`src/rtl/dmem_dump.sv`:
```
// rtl/dmem_dump.sv - host-side reader that streams a run of dmem words out as bytes
//
// Purpose:
//   On a start command, this block requests the data SRAM port from the core
//   and reads word_cnt consecutive words starting at base_addr. It emits each
//   word as four bytes, LSB first, over a valid/ready byte stream that feeds
//   the debug UART TX.
//
// Ports:
//   clk_i, rst_ni              clock, asynchronous active-low reset
//   start_i                    one-cycle command strobe, sampled only in IDLE
//   base_addr_i, word_cnt_i    dump parameters, captured on an accepted start
//   busy_o, done_o             status; done_o is a one-cycle completion pulse
//   hold_req_o, hold_gnt_i     core stall handshake; the port is owned while the grant is high
//   sram_*                     read-only SRAM port (web tied high, din tied low)
//   tx_data_o/valid_o/ready_i  byte stream out
module dmem_dump #(
  parameter int ADDR_WIDTH = 5
) (
  input  logic                  clk_i,
  input  logic                  rst_ni,
  input  logic                  start_i,
  input  logic [ADDR_WIDTH-1:0] base_addr_i,
  input  logic [ADDR_WIDTH:0]   word_cnt_i,
  output logic                  busy_o,
  output logic                  done_o,
  output logic                  hold_req_o,
  input  logic                  hold_gnt_i,
  output logic                  sram_csb_o,
  output logic                  sram_web_o,
  output logic [ADDR_WIDTH:0]   sram_addr_o,
  output logic [31:0]           sram_din_o,
  input  logic [31:0]           sram_dout_i,
  output logic [7:0]            tx_data_o,
  output logic                  tx_valid_o,
  input  logic                  tx_ready_i
);

  typedef enum logic [2:0] {
    S_IDLE = 3'd0,
    S_REQ  = 3'd1,
    S_RD   = 3'd2,
    S_CAP  = 3'd3,
    S_SEND = 3'd4,
    S_DONE = 3'd5
  } state_e;

  state_e                state_q;
  logic [ADDR_WIDTH-1:0] addr_q;
  logic [ADDR_WIDTH:0]   cnt_q;
  logic [31:0]           shift_q;
  logic [1:0]            byte_idx_q;
  logic                  busy_q;
  logic                  done_q;
  logic                  hold_req_q;
  logic                  tx_valid_q;

  logic [ADDR_WIDTH-1:0] addr_d;
  logic [ADDR_WIDTH:0]   cnt_d;

  // Address wraps modulo 2^ADDR_WIDTH through natural overflow.
  assign addr_d = addr_q + ADDR_WIDTH'(1);
  assign cnt_d  = cnt_q - (ADDR_WIDTH + 1)'(1);

  always_ff @(posedge clk_i or negedge rst_ni) begin
    if (!rst_ni) begin
      state_q    <= S_IDLE;
      addr_q     <= '0;
      cnt_q      <= '0;
      shift_q    <= '0;
      byte_idx_q <= '0;
      busy_q     <= 1'b0;
      done_q     <= 1'b0;
      hold_req_q <= 1'b0;
      tx_valid_q <= 1'b0;
    end else begin
      done_q <= 1'b0;
      case (state_q)
        S_IDLE: begin
          if (start_i) begin
            if (word_cnt_i == '0) begin
              // Empty dump: finish without ever touching the core.
              state_q <= S_DONE;
              done_q  <= 1'b1;
            end else begin
              state_q    <= S_REQ;
              addr_q     <= base_addr_i;
              cnt_q      <= word_cnt_i;
              busy_q     <= 1'b1;
              hold_req_q <= 1'b1;
            end
          end
        end
        S_REQ: begin
          if (hold_gnt_i) state_q <= S_RD;
        end
        S_RD: begin
          // The read is issued only in a cycle where the grant is present.
          if (hold_gnt_i) state_q <= S_CAP;
        end
        S_CAP: begin
          shift_q    <= sram_dout_i;
          byte_idx_q <= 2'd0;
          tx_valid_q <= 1'b1;
          state_q    <= S_SEND;
        end
        S_SEND: begin
          if (tx_ready_i) begin
            shift_q    <= {8'h00, shift_q[31:8]};
            byte_idx_q <= byte_idx_q + 2'd1;
            if (byte_idx_q == 2'd3) begin
              tx_valid_q <= 1'b0;
              addr_q     <= addr_d;
              cnt_q      <= cnt_d;
              if (cnt_d == '0) begin
                state_q    <= S_DONE;
                done_q     <= 1'b1;
                busy_q     <= 1'b0;
                hold_req_q <= 1'b0;
              end else begin
                state_q <= S_RD;
              end
            end
          end
        end
        S_DONE: begin
          state_q <= S_IDLE;
        end
        default: begin
          state_q <= S_IDLE;
        end
      endcase
    end
  end

  // Chip select must be low during the RD cycle itself so the word is
  // sampled at the end of RD and captured at the end of CAP; it therefore
  // follows the live grant rather than a register.
  assign sram_csb_o  = !((state_q == S_RD) && hold_gnt_i);
  assign sram_web_o  = 1'b1;
  assign sram_addr_o = {1'b0, addr_q};
  assign sram_din_o  = 32'h0;

  assign busy_o     = busy_q;
  assign done_o     = done_q;
  assign hold_req_o = hold_req_q;
  assign tx_valid_o = tx_valid_q;
  // Shift register only moves on a handshake, so the byte is held during a stall.
  assign tx_data_o  = shift_q[7:0];

endmodule

```
`config.mk`:
```
export PLATFORM = sky130hd
export DESIGN_NAME = dmem_dump
export DESIGN_NICKNAME = d
export VERILOG_FILES = /design/src/rtl/dmem_dump.sv
export SDC_FILE = /design/constraint.sdc
export NUM_CORES = 1
export LEC_CHECK = 0
export CORE_MARGIN = 10
export CORE_UTILIZATION = 49
export DETAILED_ROUTE_END_ITERATION = 10
export PLACE_DENSITY_LB_ADDON = 0.25
export SETUP_SLACK_MARGIN = 0.05
export SYNTH_ARGS = -nofsm -noshare
export SYNTH_HDL_FRONTEND = slang
export SYNTH_SLANG_ARGS = --single-unit
```
`constraint.sdc`:
```
create_clock -name clk_i -period 5.9 [get_ports clk_i]
set_input_delay 0.59 -clock clk_i [delete_from_list [all_inputs] [get_ports clk_i]]
set_output_delay 0.59 -clock clk_i [all_outputs]
set_load 0.01 [all_outputs]
```
### After elaboration in Yosys (flattened, before gate mapping)

Index checks and enable logic that the tools add are counted.

| storage, ports and cells | value |
|---|---|
| input port bits | 48 |
| bits in registers | 51 |

| operators by class | value |
|---|---|
| mux-type cells | 37 |
| equality and inequality tests | 12 |
| $add $sub $neg | 3 |
| reductions and logical operators | 12 |

Operators with widths:

| cell | number |
|---|---|
| $pmux W32 S2 | 1 |
| $mux W32 | 1 |
| $mux W6 | 4 |
| $mux W3 | 7 |
| $mux W5 | 4 |
| $pmux W3 S5 | 1 |
| $ne A2 B2 Y1 const B | 7 |
| $logic_not A6 Y1 | 2 |
| $mux W1 | 12 |
| $pmux W6 S2 | 1 |
| $pmux W5 S2 | 1 |
| $reduce_and A5 Y1 | 2 |
| $eq A3 B2 Y1 const B | 2 |
| $pmux W1 S2 | 3 |
| $reduce_and A6 Y1 | 1 |
| $sub A6 B1 Y6 const B | 1 |
| $add A5 B1 Y5 const B | 1 |
| $pmux W2 S2 | 1 |
| $reduce_bool A2 Y1 | 2 |
| $eq A3 B1 Y1 const B | 1 |
| $eq A3 B3 Y1 const B | 1 |
| $logic_not A3 Y1 | 1 |
| $reduce_and A3 Y1 | 1 |
| $add A2 B1 Y2 const B | 1 |
| other kinds (5) | 5 |

### Logic depth before layout (Yosys ltp)

Gate-level depths: netlist of run 1.

| logic depth | value |
|---|---|
| word-level depth | 6 |
| mapped depth | 8 |

### Worst setup path after synthesis of run 1

Ideal clock, no wire load.

| timing path | value |
|---|---|
| kind | in2reg |
| from | input word_cnt_i[4] |
| to | register cnt_q[1] |
| cell stages on the path | 5 |
| buffers on the path | 1 |
| required time | 5.775 ns |
| library setup time | 0.125 ns |
| data arrival time | 1.997 ns |
| slack | 3.778 ns |
| cell sequence | or4_1 > o31a_1 > or2_1 > buf_6 > mux2_4 |

| between the ends | value |
|---|---|
| word-level cells in the longest chain between the ends | 3 |

Ends and longest elaborated chain:

| item | RTL line | RTL |
|---|---|---|
| from (decl) | 24 | `input logic [ADDR_WIDTH:0] word_cnt_i,` |
| $logic_not A6 Y1 | 81 | `if (word_cnt_i == '0) begin` |
| $ne A2 B2 Y1 (no line) | n/a |  |
| $reduce_and A5 Y1 (no line) | n/a |  |
| to (signal assigned) | 88 | `cnt_q <= word_cnt_i;` |
| to (signal assigned) | 114 | `cnt_q <= cnt_d;` |
| to (decl) | 50 | `logic [ADDR_WIDTH:0] cnt_q;` |

Every way passes these cells.
A chain may end at the register's enable or synchronous reset.

### Worst setup path in the final report of run 1

| timing path | value |
|---|---|
| from | input start_i |
| to | register cnt_q[1] |

| between the ends | value |
|---|---|
| word-level cells in the longest chain between the ends | 2 |

Ends and longest elaborated chain:

| item | RTL line | RTL |
|---|---|---|
| from (decl) | 22 | `input logic start_i,` |
| $ne A2 B2 Y1 (no line) | n/a |  |
| $reduce_and A5 Y1 (no line) | n/a |  |

Every way passes these cells.

==> flow_metrics.env, run 1 <==
export IMPL_cts_resized_gates=0
export IMPL_finalCritPeriodShare_pct=43.13
export IMPL_drv_slew=0
export IMPL_hpwl_mm=4.874
export IMPL_netlist_area_um2=2859
export IMPL_drv_cap=0
export IMPL_fin_crit_ns=2.544
export IMPL_insertion_delay_ns=0.31
export IMPL_cp_arrival_ns=2.74
export IMPL_post_cts_buffers=0
export IMPL_core_area_um2=5574
export IMPL_yosys_area_top_type_share_pct=44.64
export IMPL_most_common_layout_cells="clkdlybuf4s50_1, dfrtp_1, nand2_1"
export IMPL_yosysWarnings=0
export IMPL_yosys_area_top_type="dfrtp_1"
export IMPL_n_fill_cell=513
export IMPL_required_ns=6.10
export IMPL_die_x_um=96.39
export IMPL_drcViolationCount=0
export IMPL_grt_busiest_layer="met2"
export IMPL_final_common_cell="clkdlybuf4s50_1"
export IMPL_wl_per_cell_um=15.73
export IMPL_clkSinkCount=51
export IMPL_grt_pass1_wl_mm=10.19
export IMPL_gp_congestion=0.8221
export IMPL_skew_ns=0.005526
export IMPL_antenna_found_initial=0
export IMPL_pre_cts_ws_ns=3.084
export IMPL_h_tree_depth=2
export IMPL_ys_types=44
export IMPL_rsz0062_at_grt="false"
export IMPL_use_met2_pct=21.86
export IMPL_setup_violations=0
export IMPL_num_vias=2168
export IMPL_final_nets=395
export IMPL_peakVddDrop_mv=0.1839
export IMPL_fin_setup_tns_ns=0
export IMPL_yosys_most_used_dff="dfrtp_1"
export IMPL_max_freq_mhz=393.0
export IMPL_ys_ff_latch=51
export IMPL_io_buffers=65
export IMPL_status="completed"
export IMPL_drt_iter0_drc=90
export IMPL_worst_pin_slew_ns=0.6249
export IMPL_clockBufferDepth=2
export IMPL_worstPathMaxFanout=12
export IMPL_critPathCaptureType="register"
export IMPL_die_height_um=96.39
export IMPL_gr_usage_all_layers_pct=13.82
export IMPL_synth_cells=297
export IMPL_overflow=0
export IMPL_ant_nets=0
export IMPL_synth_edff_count=0
export IMPL_ios=100
export IMPL_path_class="in -> reg"
export IMPL_setup_slack_ns=3.356
export IMPL_cts_tree="built"
export IMPL_cts_root_buf="clkbuf_8"
export IMPL_syn_to_final_growth_pct=20.22
export IMPL_cts_buffers=5
export IMPL_clk_pin_slew_ns=0.10
export IMPL_powerDensity_nw_per_um2=397.8
export IMPL_die_area_um2=9290
export IMPL_async_flop_share_pct=100.0
export IMPL_slew_headroom_pct=58.34
export IMPL_hold_buffers=0
export IMPL_routed_wl_mm=6.542
export IMPL_start_util_pct=51.29
export IMPL_first_pass_iters=4
export IMPL_cp_start_kind="input port"
export IMPL_viasPerCell=5.212
export IMPL_grt_pass1_vias=2075
export IMPL_min_path_type="in -> async"
export IMPL_seq_area_frac_synth_pct=44.64
export IMPL_synth_area_leaders="dfrtp_1, buf_4, mux2i_1"
export IMPL_met1_usage_pct=17.93
export IMPL_n_antenna_cell=0
export IMPL_grt_max_degree=60
export IMPL_syn_area_per_cell_um2=9.626
export IMPL_timing_final_hold_violations=0
export IMPL_rows=27
export IMPL_grt_use_met3_pct=4.318
export IMPL_p_leak_nw=1.488
export IMPL_drive_gt1_share_pct=4.942
[metal layers]
layer	vias up	wire, µm	part of all wire, %
met5	-	0	0
met3	9	614	9.4
met2	82	3043	47
li1	1057	-	-
met4	0	73	1.1
met1	1020	2810	43
[final timing paths]
kind                                        start                      end  slack, ns  depth (start not counted)
min reg2reg                shift_q[2]$_DFFE_PN0P_   shift_q[2]$_DFFE_PN0P_       0.49                          2
min in group clk_i         shift_q[2]$_DFFE_PN0P_   shift_q[2]$_DFFE_PN0P_       0.49                          2
max                                       start_i     cnt_q[1]$_DFFE_PN0P_       3.36                          5
max in group asynchronous                  rst_ni     cnt_q[3]$_DFFE_PN0P_       5.10                          2
min                                        rst_ni  shift_q[26]$_DFFE_PN0P_       0.37                          2
max reg2reg                state_q[1]$_DFFE_PN0P_     cnt_q[1]$_DFFE_PN0P_       3.54                          4
[critical path, stage by stage]
cell and delay, ns:
clkdlybuf4s50_1 0.49, nor4b_1 0.49, o31a_1 0.54, or2_1 0.30, mux2_4 0.32
[registers in the layout, summed over array words and instances (netlist names)]
register and count:
addr_q 5, byte_idx_q 2, cnt_q 6, done_o 1
hold_req_o 1, shift_q 32, state_q 3, tx_valid_o 1
[power breakdown]
group          switching (mW)  internal (mW)  total [mW]
registers               0.128          0.498       0.625
logic                   0.264          0.273       0.537
clock network           0.120         0.0851       0.205
total                   0.511          0.856        1.37
[cell usage after synthesis (all sizes together), types with 2 or more instances]
master / number
inv: 5
a21oi: 5
mux2i: 25
ha: 4
nand2: 42
buf: 53
nor3: 6
clkbuf: 8
or4: 2
nand3: 8
nor2: 9
o221ai: 4
dfrtp: 51
conb: 2
o21ai: 32
nor4b: 2
o22a: 2
a22oi: 2
nor3b: 3
a31oi: 3
a22o: 9
o22ai: 2
[per-stage QoR]
| step | total power [mW] | std cells | hold WS [ns] | util, % | cell area, µm² |
|---|---|---|---|---|---|
| global placement | 1.148 | 408 | 0.4607 | 60.02 | 3346 |
| detailed placement | 1.172 | 408 | 0.4727 | 60.02 | 3346 |
| finish | 1.367 | 416 | 0.3700 | 61.66 | 3437 |
| floorplan | 1.009 | 329 | 0.2944 | - | 2979 |
| global route | 1.478 | 416 | 0.4306 | 61.66 | 3437 |
| CTS | 1.378 | 416 | 0.4050 | 61.66 | 3437 |
[area by class of cell]
type / instances / area [µm²] / area share (%)
Multi-Input combinational cell: 212 / 1292 / 37.60
Tap cell: 72 / 90.09 / 2.621
Clock inverter: 3 / 22.52 / 0.6553
Inverter: 5 / 18.77 / 0.5460
Timing Repair Buffer: 68 / 668.1 / 19.44
Sequential cell: 51 / 1276 / 37.13
Clock buffer: 5 / 68.82 / 2.002
[logic make-up after synthesis]
family                     synth area share [%]
xor gates and xnor gates                 0.3064
buffers and inverters                     14.97
AOI/OAI and AO/OA                         14.75
and+or+nand+nor                           14.05
adders and majority gates                 1.751
other                                    0.2627
DFF                                       44.64
muxes                                     9.278
(Power assumes the default switching activity.)
==> run 2: changes to the inputs <==
--- a/config.mk
+++ b/config.mk
@@ -6,7 +6,7 @@
 export NUM_CORES = 1
 export LEC_CHECK = 0
 export CORE_MARGIN = 10
-export CORE_UTILIZATION = 49
+export CORE_UTILIZATION = 45
 export DETAILED_ROUTE_END_ITERATION = 10
 export PLACE_DENSITY_LB_ADDON = 0.25
 export SETUP_SLACK_MARGIN = 0.05
==> constraint.sdc (replaced) <==
create_clock -name clk_i -period 2.6 [get_ports clk_i]
set_input_delay 0.26 -clock clk_i [delete_from_list [all_inputs] [get_ports clk_i]]
set_output_delay 0.26 -clock clk_i [all_outputs]
set_load 0.01 [all_outputs]
==> run 2 against run 1 <==
Wire length rose by 1.6%; flip-flop and latch count did not move; clock-buffer cell count did not move; first-iteration DRC count fell by 31%; power rose by 140%; combinational power rose by 130%; final area rose by 2.9%; final cell count rose by 1.9%; hold slack improved by 0.11 ns; largest cell class unchanged.
==> flow_metrics.env, run 2 (synthesis gave the netlist of run 1 again) <==
export IMPL_top_regs="shift_q: 32 flops, cnt_q: 6 flops, addr_q: 5 flops"
export IMPL_path_class="reg -> reg"
export IMPL_gp_congestion=0.8715
export IMPL_status="completed"
export IMPL_n_antenna_cell=0
export IMPL_critPathCaptureType="register"
export IMPL_drt_iter0_drc=62
export IMPL_share_seq_of_total_power_pct=42.8
export IMPL_power_share_clock_pct=19.5
export IMPL_rsz0062_at_grt="false"
export IMPL_viasPerCell=5.050
export IMPL_antenna_found_initial=0
export IMPL_cts_tree="built"
export IMPL_setup_slack_ns=0.4459
export IMPL_powerDensity_nw_per_um2=938.2
export IMPL_grt_max_degree=45
export IMPL_top_register="shift_q"
export IMPL_rows=28
export IMPL_swShare_pct=34.81
export IMPL_min_path_type="in -> async"
export IMPL_drv_slew=0
export IMPL_most_common_layout_cells="clkdlybuf4s50_1, dfrtp_1, nand2_1"
export IMPL_cts_resized_gates=0
export IMPL_n_fill_cell=542
export IMPL_cts_root_buf="clkbuf_8"
export IMPL_final_core_util_pct=58.38
export IMPL_core_area_um2=6061
export IMPL_ios=100
export IMPL_io_buffers=65
export IMPL_max_freq_mhz=464.2
export IMPL_grt_pass1_wl_mm=10.87
export IMPL_drive_gt1_share_pct=6.017
export IMPL_clk_pin_slew_ns=0.09
export IMPL_syn_to_final_growth_pct=23.76
export IMPL_hpwl_mm=5.143
export IMPL_ant_nets=0
export IMPL_clockBufferDepth=2
export IMPL_path_cells="or3b_2, nor2_4, or2_1, mux2_4"
export IMPL_cp_arrival_ns=2.35
export IMPL_first_pass_iters=4
export IMPL_die_area_um2=9941
export IMPL_worst_path_max_delay_cell="or3b_2"
export IMPL_worstPathMaxFanout=16
export IMPL_gr_usage_all_layers_pct=13.03
export IMPL_num_vias=2141
export IMPL_skew_ns=0.005035
export IMPL_finalCritPeriodShare_pct=82.85
export IMPL_h_tree_depth=2
export IMPL_p_switching_mw=1.155
export IMPL_insertion_delay_ns=0.30
export IMPL_die_height_um=99.71
export IMPL_p_leak_nw=1.535
export IMPL_timing_final_hold_violations=0
export IMPL_fin_setup_tns_ns=0
export IMPL_drv_cap=0
export IMPL_die_x_um=99.71
export IMPL_required_ns=2.80
export IMPL_whs_ns=0.4754
export IMPL_wl_per_cell_um=15.67
export IMPL_clkSinkCount=51
export IMPL_overflow=0
export IMPL_final_common_cell="clkdlybuf4s50_1"
export IMPL_cp_start_kind="register"
export IMPL_start_util_pct=47.17
export IMPL_cp_slowest_stage_delay_ns=0.70
export IMPL_cts_buffers=5
export IMPL_routed_wl_mm=6.645
export IMPL_fin_crit_ns=2.154
export IMPL_drcViolationCount=0
export IMPL_largest_reg_flops=32
export IMPL_grt_pass1_vias=2193
export IMPL_peakVddDrop_mv=0.4668
export IMPL_final_nets=400
export IMPL_comb_power_share_pct=37.7
export IMPL_pre_cts_ws_ns=0.2436
export IMPL_setup_violations=0
export IMPL_intPower_mw=2.164
run 2: changes by cell type in the layout (fill, tap and decap cells not counted):
cell and delta:
bufinv_16 +2, inv_6 -1, clkinvlp_4 +1, buf_4 +3, dlygate4sd3_1 +1, clkinv_4 -1, buf_12 +1, clkinv_2 -1
run 2: critical path: cells and delay by family, from the launching register on:
kind / cells / cell delay (ns)
multiplexers: 1 / 0.32
AND/OR/NAND/NOR: 3 / 1.23
flip-flops: 1 / 0.50
run 2: through the flow:
stage / instance area, µm² / power [mW] / cells
final: 3538 / 3.320 / 424
after global routing: 3538 / 3.574 / 424
after CTS: 3538 / 3.353 / 424
after detailed placement: 3392 / 2.699 / 415
after global placement: 3392 / 2.647 / 415
after floorplan: 2979 / 2.290 / 329
run 2: cell type report:
type,instances,area (µm²),area share [%]
tap,75,93.84,2.652
multi-input combinational,212,1292,36.53
sequential,51,1276,36.07
clock inverter,3,67.56,1.909
clock buffer,5,68.82,1.945
timing repair buffer,73,720.7,20.37
inverter,5,18.77,0.5304
run 2: final timing paths:
check                      cells after the start                      end  slack (ns)                   start
min                                            3  shift_q[16]$_DFFE_PN0P_        0.48                  rst_ni
min in group clk_i                             2   shift_q[4]$_DFFE_PN0P_        0.48  shift_q[4]$_DFFE_PN0P_
max reg2reg                                    4     cnt_q[1]$_DFFE_PN0P_        0.45  state_q[0]$_DFFE_PN0P_
max                                            4     cnt_q[1]$_DFFE_PN0P_        0.45  state_q[0]$_DFFE_PN0P_
max in group asynchronous                      3   shift_q[0]$_DFFE_PN0P_        1.81                  rst_ni
min reg2reg                                    2   shift_q[4]$_DFFE_PN0P_        0.48  shift_q[4]$_DFFE_PN0P_
run 2: metal layers:
metal / vias up / routed length (µm) / track usage (%)
li1: 1063 / - / -
met1: 1009 / 2935 / 16.09
met2: 63 / 3129 / 20.96
met3: 6 / 520 / 4.983
met4: 0 / 59 / 2.977
met5: - / 0 / 0
run 2: power groups by stage:
stage / sequential [mW] / combinational, mW / clock [mW]
3_3_place_gp: 1.42 / 1.23 / 0
6_report: 1.42 / 1.25 / 0.646
3_5_place_dp: 1.44 / 1.26 / 0
2_1_floorplan: 1.34 / 0.952 / 0
4_1_cts: 1.42 / 1.27 / 0.664
5_1_grt: 1.48 / 1.40 / 0.693
run 2: what timing repair did:
| item | in CTS | in global routing |
|---|---|---|
| hold buffers | 1 | 0 |
| endpoints found under the hold margin | 51 | 0 |
| buffers inserted | 0 | 0 |
| endpoints found under the setup margin | 0 | 0 |
==> run 3: changes to the inputs <==
==> constraint.sdc (replaced) <==
create_clock -name clk_i -period 2.15 [get_ports clk_i]
set_input_delay 0.215 -clock clk_i [delete_from_list [all_inputs] [get_ports clk_i]]
set_output_delay 0.215 -clock clk_i [all_outputs]
set_load 0.01 [all_outputs]
==> run 3 against run 2 <==
Global-route usage increased by 0.22 points; clock power increased by 4.8%; non-clock buffer count increased by 13; via count increased by 0.84%; critical path depth increased by 1; sequential power increased by 20%; fmax increased by 9.5%; wire length increased by 0.63%; clock skew about the same; register-to-register slack got worse by 0.26 ns; critical path type unchanged; largest power group unchanged.
==> flow_metrics.env, run 3 (synthesis gave the netlist of run 1 again) <==
export IMPL_status="completed"
export IMPL_io_buffers=65
export IMPL_worstPathMaxFanout=10
export IMPL_comb_power_share_pct=41.0
export IMPL_drv_cap=0
export IMPL_layout_cells_non_filler=437
export IMPL_worst_pin_slew_ns=0.5764
export IMPL_cp_arrival_ns=2.15
export IMPL_stdcell_area_um2=3655
export IMPL_grt_pass1_wl_mm=11.08
export IMPL_core_area_um2=6061
export IMPL_insertion_delay_ns=0.30
export IMPL_viasPerCell=4.941
export IMPL_power_share_clock_pct=16.8
export IMPL_routed_wl_mm=6.687
export IMPL_drive_gt1_share_pct=9.392
export IMPL_syn_to_final_growth_pct=27.83
export IMPL_top_register="shift_q"
export IMPL_cts_buffers=5
export IMPL_critPathTopFamily="simple AND/OR/NAND/NOR gates"
export IMPL_p_leak_nw=1.612
export IMPL_finalCritPeriodShare_pct=91.48
export IMPL_skew_ns=0.005057
export IMPL_intPower_mw=2.643
export IMPL_powerDensity_nw_per_um2=1105
export IMPL_dp_cells=428
export IMPL_grt_max_degree=29
export IMPL_wl_per_cell_um=15.30
export IMPL_clockBufferDepth=2
export IMPL_rsz0062_at_grt="false"
export IMPL_required_ns=2.34
export IMPL_critPathCaptureType="register"
export IMPL_hold_buffers=1
export IMPL_gr_usage_all_layers_pct=13.25
export IMPL_die_x_um=99.71
export IMPL_antenna_found_initial=0
export IMPL_cp_start_kind="register"
export IMPL_drcViolationCount=0
export IMPL_die_height_um=99.71
export IMPL_final_nets=413
export IMPL_p_switching_mw=1.397
export IMPL_max_freq_mhz=508.4
export IMPL_gp_congestion=0.8459
export IMPL_peakVddDrop_mv=0.5632
export IMPL_setup_violations=0
export IMPL_clkSinkCount=51
export IMPL_drv_slew=0
export IMPL_top_regs="shift_q: 32 flops, cnt_q: 6 flops, addr_q: 5 flops"
export IMPL_die_area_um2=9941
export IMPL_crit_buf_inv=1
export IMPL_drt_iter0_drc=94
export IMPL_clk_pin_slew_ns=0.09
export IMPL_cts_tree="built"
export IMPL_ant_nets=0
export IMPL_largest_reg_flops=32
export IMPL_start_util_pct=47.17
export IMPL_min_path_type="in -> async"
export IMPL_first_pass_iters=4
export IMPL_share_seq_of_total_power_pct=42.2
export IMPL_fin_crit_ns=1.967
export IMPL_h_tree_depth=2
export IMPL_grt_pass1_vias=2255
export IMPL_cts_root_buf="clkbuf_8"
export IMPL_ios=100
export IMPL_slew_headroom_pct=61.57
export IMPL_path_cells="nor4b_1, buf_4, o31a_1, or2_1, mux2_4"
export IMPL_overflow=0
export IMPL_worst_path_max_delay_cell="dfrtp_1"
export IMPL_cts_resized_gates=0
export IMPL_n_antenna_cell=0
export IMPL_hpwl_mm=5.199
export IMPL_cp_slowest_stage_delay_ns=0.50
export IMPL_final_common_cell="clkdlybuf4s50_1"
export IMPL_path_class="reg -> reg"
export IMPL_most_common_layout_cells="clkdlybuf4s50_1, dfrtp_1, nand2_1"
export IMPL_num_vias=2159
export IMPL_timing_final_hold_violations=0
export IMPL_swShare_pct=34.58
export IMPL_rows=28
export IMPL_post_cts_buffers=0
export IMPL_place_area_um2=3527
[run 3: cell count changes in the layout (fill, tap and decap cells not counted)]
cell	change
buf_4	+10
buf_12	+3
bufinv_16	-1
clkbuf_8	+1
clkinv_2	+1
clkinvlp_4	-1
[run 3: through the flow]
step | hold WS [ns] | utilization (%) | total power, mW | setup TNS, ns | worst slack [ns]
2_1_floorplan | -0.08059 | - | 2.769 | 0 | 0.2337
3_3_place_gp | 0.2395 | 58.20 | 3.347 | -0.1111 | -0.07858
3_5_place_dp | 0.2385 | 58.20 | 3.394 | -0.2698 | -0.1114
4_1_cts | 0.4556 | 60.30 | 4.081 | 0 | 0.1912
5_1_grt | 0.4767 | 60.30 | 4.376 | 0 | 0.06702
6_report | 0.4422 | 60.30 | 4.040 | 0 | 0.1832
[run 3: power groups by stage]
stage | sequential (mW) | clock (mW) | combinational, mW
after CTS | 1.71 | 0.697 | 1.68
final | 1.71 | 0.677 | 1.66
after global routing | 1.78 | 0.738 | 1.85
after floorplan | 1.62 | 0 | 1.15
after global placement | 1.71 | 0 | 1.63
after detailed placement | 1.73 | 0 | 1.67
[run 3: layout make-up]
type / instances / area (µm²)
clock inverters: 2 / 35.03
clock buffers: 6 / 82.58
well taps: 75 / 93.84
flip-flops and latches: 51 / 1276
repair buffers: 86 / 855.8
multi-input cells: 212 / 1292
fillers: 540 / 2406
inverters: 5 / 18.77
[run 3: worst reg2reg max path, stage by stage, from the launching register on]
cell and delay [ns]:
dfrtp_1 0.50, nor4b_1 0.36, buf_4 0.18, o31a_1 0.26
or2_1 0.24, mux2_4 0.31
[run 3: per-layer routing]
layer / up-vias / track usage, % / routed length (µm)
met5: - / 0 / 0
met4: 0 / 2.867 / 53
met3: 7 / 5.329 / 558
met2: 67 / 20.86 / 3163
met1: 995 / 16.63 / 2912
li1: 1090 / - / -
[run 3: final timing paths]
path / endpoint / start / depth (start not counted) / slack (ns)
max in group asynchronous: state_q[1]$_DFFE_PN0P_ / rst_ni / 3 / 1.16
setup reg to reg: cnt_q[1]$_DFFE_PN0P_ / state_q[0]$_DFFE_PN0P_ / 5 / 0.18
setup / recovery: cnt_q[1]$_DFFE_PN0P_ / state_q[0]$_DFFE_PN0P_ / 5 / 0.18
hold reg to reg: shift_q[6]$_DFFE_PN0P_ / shift_q[6]$_DFFE_PN0P_ / 2 / 0.48
min in group clk_i: addr_q[1]$_DFFE_PN0P_ / base_addr_i[1] / 3 / 0.48
hold / removal: shift_q[28]$_DFFE_PN0P_ / rst_ni / 2 / 0.44
